[src/rtl/rename_tag_allocator.sv]
// rename_tag_allocator: circular free list of rename tags with refill FSM, dual alloc/release ports.
// Optional RENAME_TAG_CHECK_EN adds an in-use vector and a sticky misuse flag on o_error.
module rename_tag_allocator #(
    parameter int NUM_TAGS = 32,
    localparam int TAG_W = $clog2(NUM_TAGS)
) (
    input  logic             i_clock,
    input  logic             i_reset,
    input  logic             i_flush,
    input  logic             i_halt,
    input  logic [1:0]       i_alloc_count,
    output logic [TAG_W-1:0] o_alloc_tag [2],
    output logic             o_alloc_valid [2],
    input  logic             i_free_valid [2],
    input  logic [TAG_W-1:0] i_free_tag [2],
    output logic [1:0]       o_capacity,
    output logic             o_busy,
    output logic             o_error
);
    typedef enum logic {REFILL, RUN} state_t;
    localparam logic [TAG_W:0] FULL = (TAG_W+1)'(NUM_TAGS);
    localparam logic [TAG_W:0] LAST = FULL - (TAG_W+1)'(2);
    localparam logic [TAG_W-1:0] ONE = 1;
    state_t state;
    logic [TAG_W-1:0] mem [NUM_TAGS];
    logic [TAG_W-1:0] head, tail, idx_t;
    logic [TAG_W:0] count, idx, pop_n, push_n;
    logic run, live, over, pop, ok0, ok1;
    assign run = state == RUN;
    assign live = run && !i_flush;
    assign idx_t = idx[TAG_W-1:0];
    assign o_busy = !run;
    assign o_capacity = !run ? 2'd0 : count > 1 ? 2'd2 : count[1:0];
    assign o_alloc_valid[0] = run && count != 0;
    assign o_alloc_valid[1] = run && count > 1;
    assign o_alloc_tag[0] = mem[head];
    assign o_alloc_tag[1] = mem[head + ONE];
    // An over-capacity request is dropped whole rather than partially served.
    assign over = live && !i_halt && i_alloc_count > o_capacity;
    assign pop = live && !i_halt && !over;
    assign pop_n = pop ? (TAG_W+1)'(i_alloc_count) : '0;
    assign push_n = (TAG_W+1)'(ok0) + (TAG_W+1)'(ok1);
`ifdef RENAME_TAG_CHECK_EN
    logic [NUM_TAGS-1:0] in_use;
    logic err;
    assign ok0 = live && i_free_valid[0] && count != FULL && in_use[i_free_tag[0]];
    // Slot 1 sees the list after slot 0, so a duplicate pair frees only once.
    assign ok1 = live && i_free_valid[1] && (count + (TAG_W+1)'(ok0)) != FULL
                 && in_use[i_free_tag[1]] && !(ok0 && i_free_tag[0] == i_free_tag[1]);
    assign o_error = err;
    always_ff @(posedge i_clock or posedge i_reset) begin
        if (i_reset) begin
            in_use <= '0;
            err <= 1'b0;
        end else if (i_flush) begin
            in_use <= '0;
        end else begin
            if (pop && i_alloc_count != 2'd0) in_use[mem[head]] <= 1'b1;
            if (pop && i_alloc_count == 2'd2) in_use[mem[head + ONE]] <= 1'b1;
            if (ok0) in_use[i_free_tag[0]] <= 1'b0;
            if (ok1) in_use[i_free_tag[1]] <= 1'b0;
            if (over || (live && ((i_free_valid[0] && !ok0) || (i_free_valid[1] && !ok1)))) err <= 1'b1;
        end
    end
`else
    assign ok0 = live && i_free_valid[0];
    assign ok1 = live && i_free_valid[1];
    assign o_error = 1'b0;
`endif
    always_ff @(posedge i_clock or posedge i_reset) begin
        if (i_reset) begin
            state <= REFILL;
            idx <= '0;
            head <= '0;
            tail <= '0;
            count <= '0;
        end else if (i_flush) begin
            state <= REFILL;
            idx <= '0;
            count <= '0;
        end else if (!run) begin
            idx <= idx + (TAG_W+1)'(2);
            if (idx == LAST) begin
                state <= RUN;
                head <= '0;
                tail <= '0;
                count <= FULL;
            end
        end else begin
            head <= head + pop_n[TAG_W-1:0];
            tail <= tail + push_n[TAG_W-1:0];
            count <= count + push_n - pop_n;
        end
    end
    // Refill writes an identity pair per cycle; idx is always even here.
    always_ff @(posedge i_clock) begin
        if (!run) begin
            mem[idx_t] <= idx_t;
            mem[idx_t | ONE] <= idx_t | ONE;
        end else begin
            if (ok0) mem[tail] <= i_free_tag[0];
            if (ok1) mem[tail + TAG_W'(ok0)] <= i_free_tag[1];
        end
    end
endmodule

[config.mk]
export PLATFORM = sky130hd
export DESIGN_NAME = rename_tag_allocator
export DESIGN_NICKNAME = d
export VERILOG_FILES = /design/src/rtl/rename_tag_allocator.sv
export SDC_FILE = /design/constraint.sdc
export NUM_CORES = 1
export LEC_CHECK = 0
export BUFFER_PORTS_ARGS = -buffer_cell sky130_fd_sc_hd__buf_2
export CAP_MARGIN = 20
export CORE_ASPECT_RATIO = 1.5
export CORE_MARGIN = 2
export CORE_UTILIZATION = 29
export DETAILED_ROUTE_END_ITERATION = 10
export PLACE_DENSITY_LB_ADDON = 0.15
export SLEW_MARGIN = 20
export SYNTH_ARGS = -nofsm -noshare
export SYNTH_HDL_FRONTEND = slang
export SYNTH_SLANG_ARGS = --single-unit
[constraint.sdc]
create_clock -name i_clock -period 9.11 [get_ports i_clock]
set_clock_uncertainty 0.2 [all_clocks]
set_input_delay 1.822 -clock i_clock [delete_from_list [all_inputs] [get_ports i_clock]]
set_output_delay 1.822 -clock i_clock [all_outputs]
set_load 0.005 [all_outputs]
Word level (Yosys, flattened, before mapping)

Memory sizes are Yosys's and may differ from the RTL's.
Index checks and enable logic that the tools add are counted.

Flip-flop bits (word level): 23
Bits in writable memories: 160
Input bits: 18
Output and inout bits: 16
Logic and storage cells: 64
Memories kept: 1

$add $sub $neg: 8
Magnitude comparators: 2
Eq/ne operators: 2
Mux-type cells: 27
Bitwise gates (word level): 1
Reductions and logical operators: 18

Memories:

| name | depth | width | rd ports | clocked after memory_dff | wr ports | RTL line | source |
|---|---|---|---|---|---|---|---|
| mem  | 32    | 5     | 2        | 0                        | 2        | 25       | `logic [TAG_W-1:0] mem [NUM_TAGS];` |

Operators with widths:

| kind                  | number |
|---|---|
| $mux W5               | 7 |
| $mux W6               | 5 |
| $mux W1               | 12 |
| $add A5 B2 Y5         | 2 |
| $reduce_or A5 Y1      | 2 |
| $logic_and A1 B1 Y1   | 8 |
| $add A6 B2 Y6         | 1 |
| $add A6 B2 Y6 const B | 1 |
| $eq A6 B5 Y1 const B  | 1 |
| $gt A6 B1 Y1 const B  | 1 |
| $mux W2               | 3 |
| $reduce_bool A6 Y1    | 1 |
| $sub A6 B2 Y6         | 1 |
| $add A5 B1 Y5         | 1 |
| $add A5 B1 Y5 const B | 1 |
| $logic_not A1 Y1      | 4 |
| $reduce_bool A3 Y1    | 1 |
| $add A1 B1 Y2         | 1 |
| $gt A2 B2 Y1          | 1 |
| $ne A2 B2 Y1 const B  | 1 |
| $reduce_and A2 Y1     | 1 |
| $reduce_bool A2 Y1    | 1 |
| $not A1 Y1            | 1 |

Logic depth before layout (Yosys ltp)

Gate-level depths: netlist (run 1).

Depth after elaboration: 11
Depth in mapped cells: 22
Mapped depth without buffers: 22

Worst setup path after synthesis (run 1)

Ideal clock, no wire load.

Kind: input -> register
From: input port i_flush
To: memory mem[17][0] (netlist name), enable pin
Library setup time: 0.374 ns
Arrival: 4.272 ns
Data required time: 8.536 ns
Path slack: 4.264 ns
Stages: 10
Buffers on the path: 1
Path through: nand3b_1 inv_1 buf_1 ha_1 ha_1 xor2_1 or3b_1 a21oi_4 o21ai_2 o21ai_0

RTL lines:

| what               | RTL line | source |
|---|---|---|
| start: declaration | 9        | `input logic i_flush,` |
| end: declaration   | 25       |  |

==> results of run 1 <==
-- worst max-delay path, stage by stage (launching register included) --
cell	delay, ps
dfrtp_2	890
ha_2	620
buf_4	480
mux4_2	310
mux2i_1	100
a32o_1	280
a221oi_1	350
buf_2	190
-- cell type report --
cell class                 instances  area, µm²
clock buffer                      20      436.7
antenna                            1      2.502
multi-input combinational        584       6065
fill                            4004      27310
clock inverter                    12      78.83
timing repair buffer              51      302.8
sequential                       182       5360
tap                              506      633.1
inverter                          34      127.6
-- state kept, by name, summed over array words and instances, names as in the netlist --
name	cells
tail	5
idx	5
run	1
count	6
mem	160
head	5
-- metal layers --
layer / share of wire, % / up-vias / track usage [%] / routed length [µm]
li1: - / 3415 / - / -
met1: 38 / 4183 / 22.46 / 15440
met2: 56 / 226 / 38.07 / 22880
met3: 3.5 / 54 / 2.494 / 1422
met4: 2.9 / 0 / 6.667 / 1193
met5: 0 / - / 0 / 0
-- Yosys cell counts, types with 4 or more instances --
cell type / instances
a22o_1: 6
mux2i_1: 177
nand2_1: 36
nand3_1: 11
nor3_1: 5
xnor2_1: 5
o21bai_1: 18
inv_1: 33
nand2b_1: 7
edfxtp_1: 160
mux4_2: 90
ha_1: 21
nor2_1: 32
a221oi_1: 5
buf_1: 7
o21ai_2: 12
a32o_1: 5
buf_2: 28
fa_1: 4
xor2_1: 8
dfrtp_1: 22
a31oi_1: 7
and2_1: 17
a21oi_1: 21
a21o_1: 4
clkbuf_1: 47
o21ai_0: 36
buf_4: 6
mux2_2: 7
nor2b_1: 5
-- path summary, 6_finish.rpt --
check / cells past startpoint / end / slack [ps]
min in group asynchronous: 2 / idx[3] / 1370
max: 7 / o_alloc_tag[3] / 3360
min reg2reg: 2 / count[4] / 290
max reg2reg: 9 / mem[18][1] / 4420
max in group asynchronous: 2 / head[0] / 6670
min: 2 / count[4] / 290
-- where the power goes --
group          internal, mW  total [mW]  switching (mW)  leakage [nW]
sequential            0.932       0.948          0.0153          1.75
clock                 0.348       0.681           0.333         0.252
combinational        0.0651       0.183           0.117          2.60
total                  1.35        1.81           0.466          4.60
-- through the flow --
step	power, mW	hold WS [ps]	setup WS (ps)
5_1_grt	1.866	344.9	3155
6_report	1.812	288.9	3359
3_5_place_dp	1.151	293.3	3110
3_3_place_gp	1.153	272.6	3207
2_1_floorplan	1.061	249.8	4264
4_1_cts	1.829	308.3	3299
-- cell families (layout without fill, tap and decap cells) --
| group | count (synthesis) | after routing |
|---|---|---|
| simple gates | 137 | 137 |
| buf+inv | 123 | 117 |
| xor+xnor | 13 | 13 |
| fa+ha+maj | 25 | 25 |
| other cells | 1 | 2 |
| flops | 182 | 182 |
| compound gates | 134 | 134 |
| mux | 274 | 274 |
-- cell usage in the layout, fill, tap and decap left out, types with 17 or more instances in the layout --
cell type	instances
dfrtp_1	20
mux2i_1	174
and2_1	17
ha_1	20
buf_4	19
edfxtp_1	160
buf_2	32
nand2_1	35
inv_1	33
o21ai_0	36
mux4_2	90
o21bai_1	18
clkbuf_16	17
nor2_1	31
==> impl_metrics.json, run 1 <==
{
  "place_congestion": 0.8576,
  "synth_ff_type": "edfxtp_1",
  "antenna_left": 0,
  "netlist.area_leader.share_pct": 40.54,
  "synth_compound_area_share_pct": 7.875,
  "synthMuxAreaShare_pct": 32.71,
  "dpl_cell_area_um2": 12490,
  "rows": 90,
  "synthSimpleGateAreaFrac_pct": 5.901,
  "period_share_pct": 63.13,
  "cts_resized": 0,
  "worstSetupEndpointType": "output port",
  "critPathMaxFanout": 25,
  "r2r-start": "run",
  "cts_max_path_buffers": 2,
  "wl_per_cell_um": 29.46,
  "post_cts_buffers": 0,
  "clk_pin_slew_worst_paths_ps": 60,
  "ir_drop_uv": 139.2,
  "synth_cell_types": 60,
  "async_flop_share_pct": 12.09,
  "synth_area_per_cell_um2": 13.33,
  "grtUsageTotal_pct": 19.84,
  "finalSetupViolCount": 0,
  "portBuffers": 32,
  "overflow": 0,
  "die-area_um2": 42540,
  "instances_no_fill": 1390,
  "cellLeakagePower_nw": 4.604,
  "synth.largest_area_cell": "edfxtp_1",
  "routed_wl_mm": 40.94,
  "dr.first_iter.drc_count": 587,
  "chipWidth_um": 169.1,
  "synthAdderAreaFrac_pct": 2.892,
  "tightest_slew_ps": 1089,
  "drive_gt1_share_pct": 24.24,
  "routed_via_density": 5.668,
  "cts_sinks": 182,
  "syn_nets": 932,
  "ys_ff_latch": 182,
  "final_nets": 913,
  "ios": 34,
  "outcome": "complete, no violations",
  "hold_buffers": 0,
  "slew_viol_final": 0,
  "start_util_pct": 29.40,
  "max_slew_margin_pct": 27.05,
  "synth_edf_count": 160,
  "cts_inserted_buffers": 17,
  "core_um2": 40310,
  "cap_violations": 0,
  "synth_top_family_by_area": "multiplexers",
  "hpwl_mm": 29.80,
  "crit_arrival_ps": 3730,
  "grt_max_degree": 60,
  "synth-seq-area-share_pct": 45.18,
  "vias": 7878,
  "grt_pass1_wl_mm": 59.57,
  "startpoint": "head[1]",
  "tns_ps": 0,
  "grt_pass1_vias": 8238,
  "clk_latency_ps": 450,
  "max_freq_mhz": 173.9,
  "finish.instance_area_um2": 13010,
  "min_from": "count[4]",
  "rsz0062_at_grt": "false",
  "clockRootBuffer": "clkbuf_16",
  "antenna_found_initial": 1,
  "startpoint_type": "flop",
  "syn_area_um2": 11850,
  "area_delta_synth_final_pct": 9.733,
  "ys_warn_count": 0,
  "timing.final.hold_violations": 0,
  "synth_xor_area_share_pct": 0.9606,
  "synth_top_cells_by_area": "edfxtp_1 41%, mux4_2 17%, mux2i_1 15%",
  "hp-class": "reg2reg",
  "drc": 0,
  "syn_inst": 889,
  "powerDensity_nw_per_um2": 139.3,
  "critPathRequiredTime_ps": 7090,
  "drtPass1Iterations": 5,
  "final_util_pct": 32.26,
  "placed_cells": 1357,
  "cts.htree.levels": 4,
  "cts_tree": "yes",
  "critPathKind": "reg2out",
  "die_h_um": 251.6,
  "min_period_ps": 5751
}
Note: power is estimated with default switching activity, not from simulation.
==> run 2: changes to the inputs <==
==> constraint.sdc (replaced) <==
create_clock -name i_clock -period 5.8 [get_ports i_clock]
set_clock_uncertainty 0.2 [all_clocks]
set_input_delay 1.16 -clock i_clock [delete_from_list [all_inputs] [get_ports i_clock]]
set_output_delay 1.16 -clock i_clock [all_outputs]
set_load 0.005 [all_outputs]
==> run 2 against run 1 <==
  * Worst hold slack improved by 4.5 ps
  * Utilization rose by 0.40 points
  * Design area rose by 1.2%
  * Clock-buffer cell count fell by 3
  * Flip-flop and latch count did not move
  * Critical path type unchanged
  * Highest routed layer unchanged
==> impl_metrics.json, run 2 (synthesis gave the netlist of run 1 again) <==
{
  "outcome": "complete, no violations",
  "cts_max_path_buffers": 2,
  "clockRootBuffer": "clkbuf_16",
  "hpwl_mm": 29.95,
  "drive_gt1_share_pct": 25.25,
  "pre_cts_ws_ps": 842.4,
  "critPathMaxFanout": 29,
  "cts.htree.levels": 4,
  "tightest_slew_ps": 1061,
  "core_um2": 40310,
  "critPathRequiredTime_ps": 4440,
  "cts_tree": "yes",
  "startpoint_type": "flop",
  "max_slew_margin_pct": 28.52,
  "layout_commonest_cell": "mux2i_1",
  "timing.final.hold_violations": 0,
  "nFillCells": 3997,
  "min_period_ps": 4901,
  "hp-class": "reg2reg",
  "reg_top3": "mem: 160 flops, count: 6 flops",
  "grt_pass1_vias": 8275,
  "antenna_found_initial": 0,
  "grt_max_degree": 47,
  "clk_pin_slew_worst_paths_ps": 70,
  "tns_ps": 0,
  "ir_drop_uv": 226.0,
  "largest_reg_flops": 160,
  "cap_violations": 0,
  "hold_buffers": 0,
  "place_congestion": 0.8057,
  "rows": 90,
  "period_share_pct": 84.50,
  "insertedDiodeCount": 0,
  "final_util_pct": 32.66,
  "ios": 34,
  "cts_inserted_buffers": 17,
  "cts_resized": 0,
  "overflow": 0,
  "portBuffers": 32,
  "post_cts_buffers": 0,
  "routed_wl_mm": 40.54,
  "setup_ws_ps": 899.3,
  "routed_via_density": 5.601,
  "max_freq_mhz": 204.1,
  "largest-register": "mem",
  "drtPass1Iterations": 4,
  "clk_latency_ps": 460,
  "die-area_um2": 42540,
  "rsz0062_at_grt": "false",
  "start_util_pct": 29.40,
  "worstSetupEndpointType": "output port",
  "drc": 0,
  "cellLeakagePower_nw": 4.690,
  "finish.instance_area_um2": 13170,
  "area_delta_synth_final_pct": 11.08,
  "critPathKind": "reg2out",
  "dpl_cell_area_um2": 12570,
  "slew_viol_final": 0,
  "grt_pass1_wl_mm": 59.71,
  "crit_arrival_ps": 3540,
  "vias": 7825,
  "wl_per_cell_um": 29.02,
  "final_nets": 921,
  "layout_common_cells": "174 x mux2i_1, 160 x edfxtp_1, 90 x mux4_2",
  "grtUsageTotal_pct": 19.72,
  "dr.first_iter.drc_count": 573,
  "finalSetupViolCount": 0,
  "cts_sinks": 182,
  "antenna_left": 0,
  "chipWidth_um": 169.1,
  "powerDensity_nw_per_um2": 227.5,
  "die_h_um": 251.6
}
[run 2: cell count changes in the layout (fill, tap and decap cells not counted), moves of 2 or more]
cell and change:
inv_8 +2, bufinv_16 +2, clkinv_2 -4, clkbuf_1 -3
buf_4 +5, inv_6 +3
[run 2: worst paths after layout]
check / slack, ps / cells after the start / endpoint / startpoint
worst max-delay path: 900 / 7 / o_alloc_tag[0] / head[0]
worst min-delay path: 290 / 2 / count[4] / count[4]
worst max register to register: 1250 / 19 / count[5] / count[2]
worst min register to register: 290 / 2 / count[4] / count[4]
max in group asynchronous: 4330 / 2 / head[0] / i_reset
min in group asynchronous: 570 / 2 / idx[4] / i_reset
[run 2: final cells by class]
class                           count  area [µm²]  area share, %
Clock buffer                       17       425.4          3.231
Clock inverter                     15       167.7          1.273
Inverter                           34       127.6         0.9693
Multi-Input combinational cell    584        6065          46.06
Sequential cell                   182        5360          40.71
Tap cell                          506       633.1          4.809
Timing Repair Buffer               59       387.9          2.946
[run 2: power by group]
part	switching (mW)	internal, mW	leakage, nW	total, mW
combinational	0.191	0.105	2.65	0.297
sequential	0.0209	1.46	1.75	1.48
clock	0.567	0.647	0.287	1.21
[run 2: metrics by stage]
step / hold slack (ps) / total power [mW] / cells
floorplan: 249.8 / 1.667 / 889
global placement: 280.6 / 1.809 / 1362
detailed placement: 285.3 / 1.811 / 1364
CTS: 303.0 / 3.022 / 1396
global route: 377.0 / 3.088 / 1397
finish: 293.4 / 2.996 / 1397
[run 2: layer usage]
| metal | share of wire [%] | global-route usage (%) | vias to the layer above | routed length [µm] |
|---|---|---|---|---|
| met4 | 3.8 | 8.596 | 0 | 1524 |
| li1 | - | - | 3435 | - |
| met2 | 55 | 36.39 | 209 | 22120 |
| met1 | 39 | 23.04 | 4124 | 15680 |
| met5 | 0 | 0 | - | 0 |
| met3 | 3.0 | 2.008 | 57 | 1215 |
[run 2: worst max-delay path, cell delays in order, from the launching register on]
cell	delay (ps)
dfrtp_4	660
ha_2	980
buf_4	370
mux4_2	230
nand2_1	50
a32o_1	290
a221oi_1	290
buf_2	180
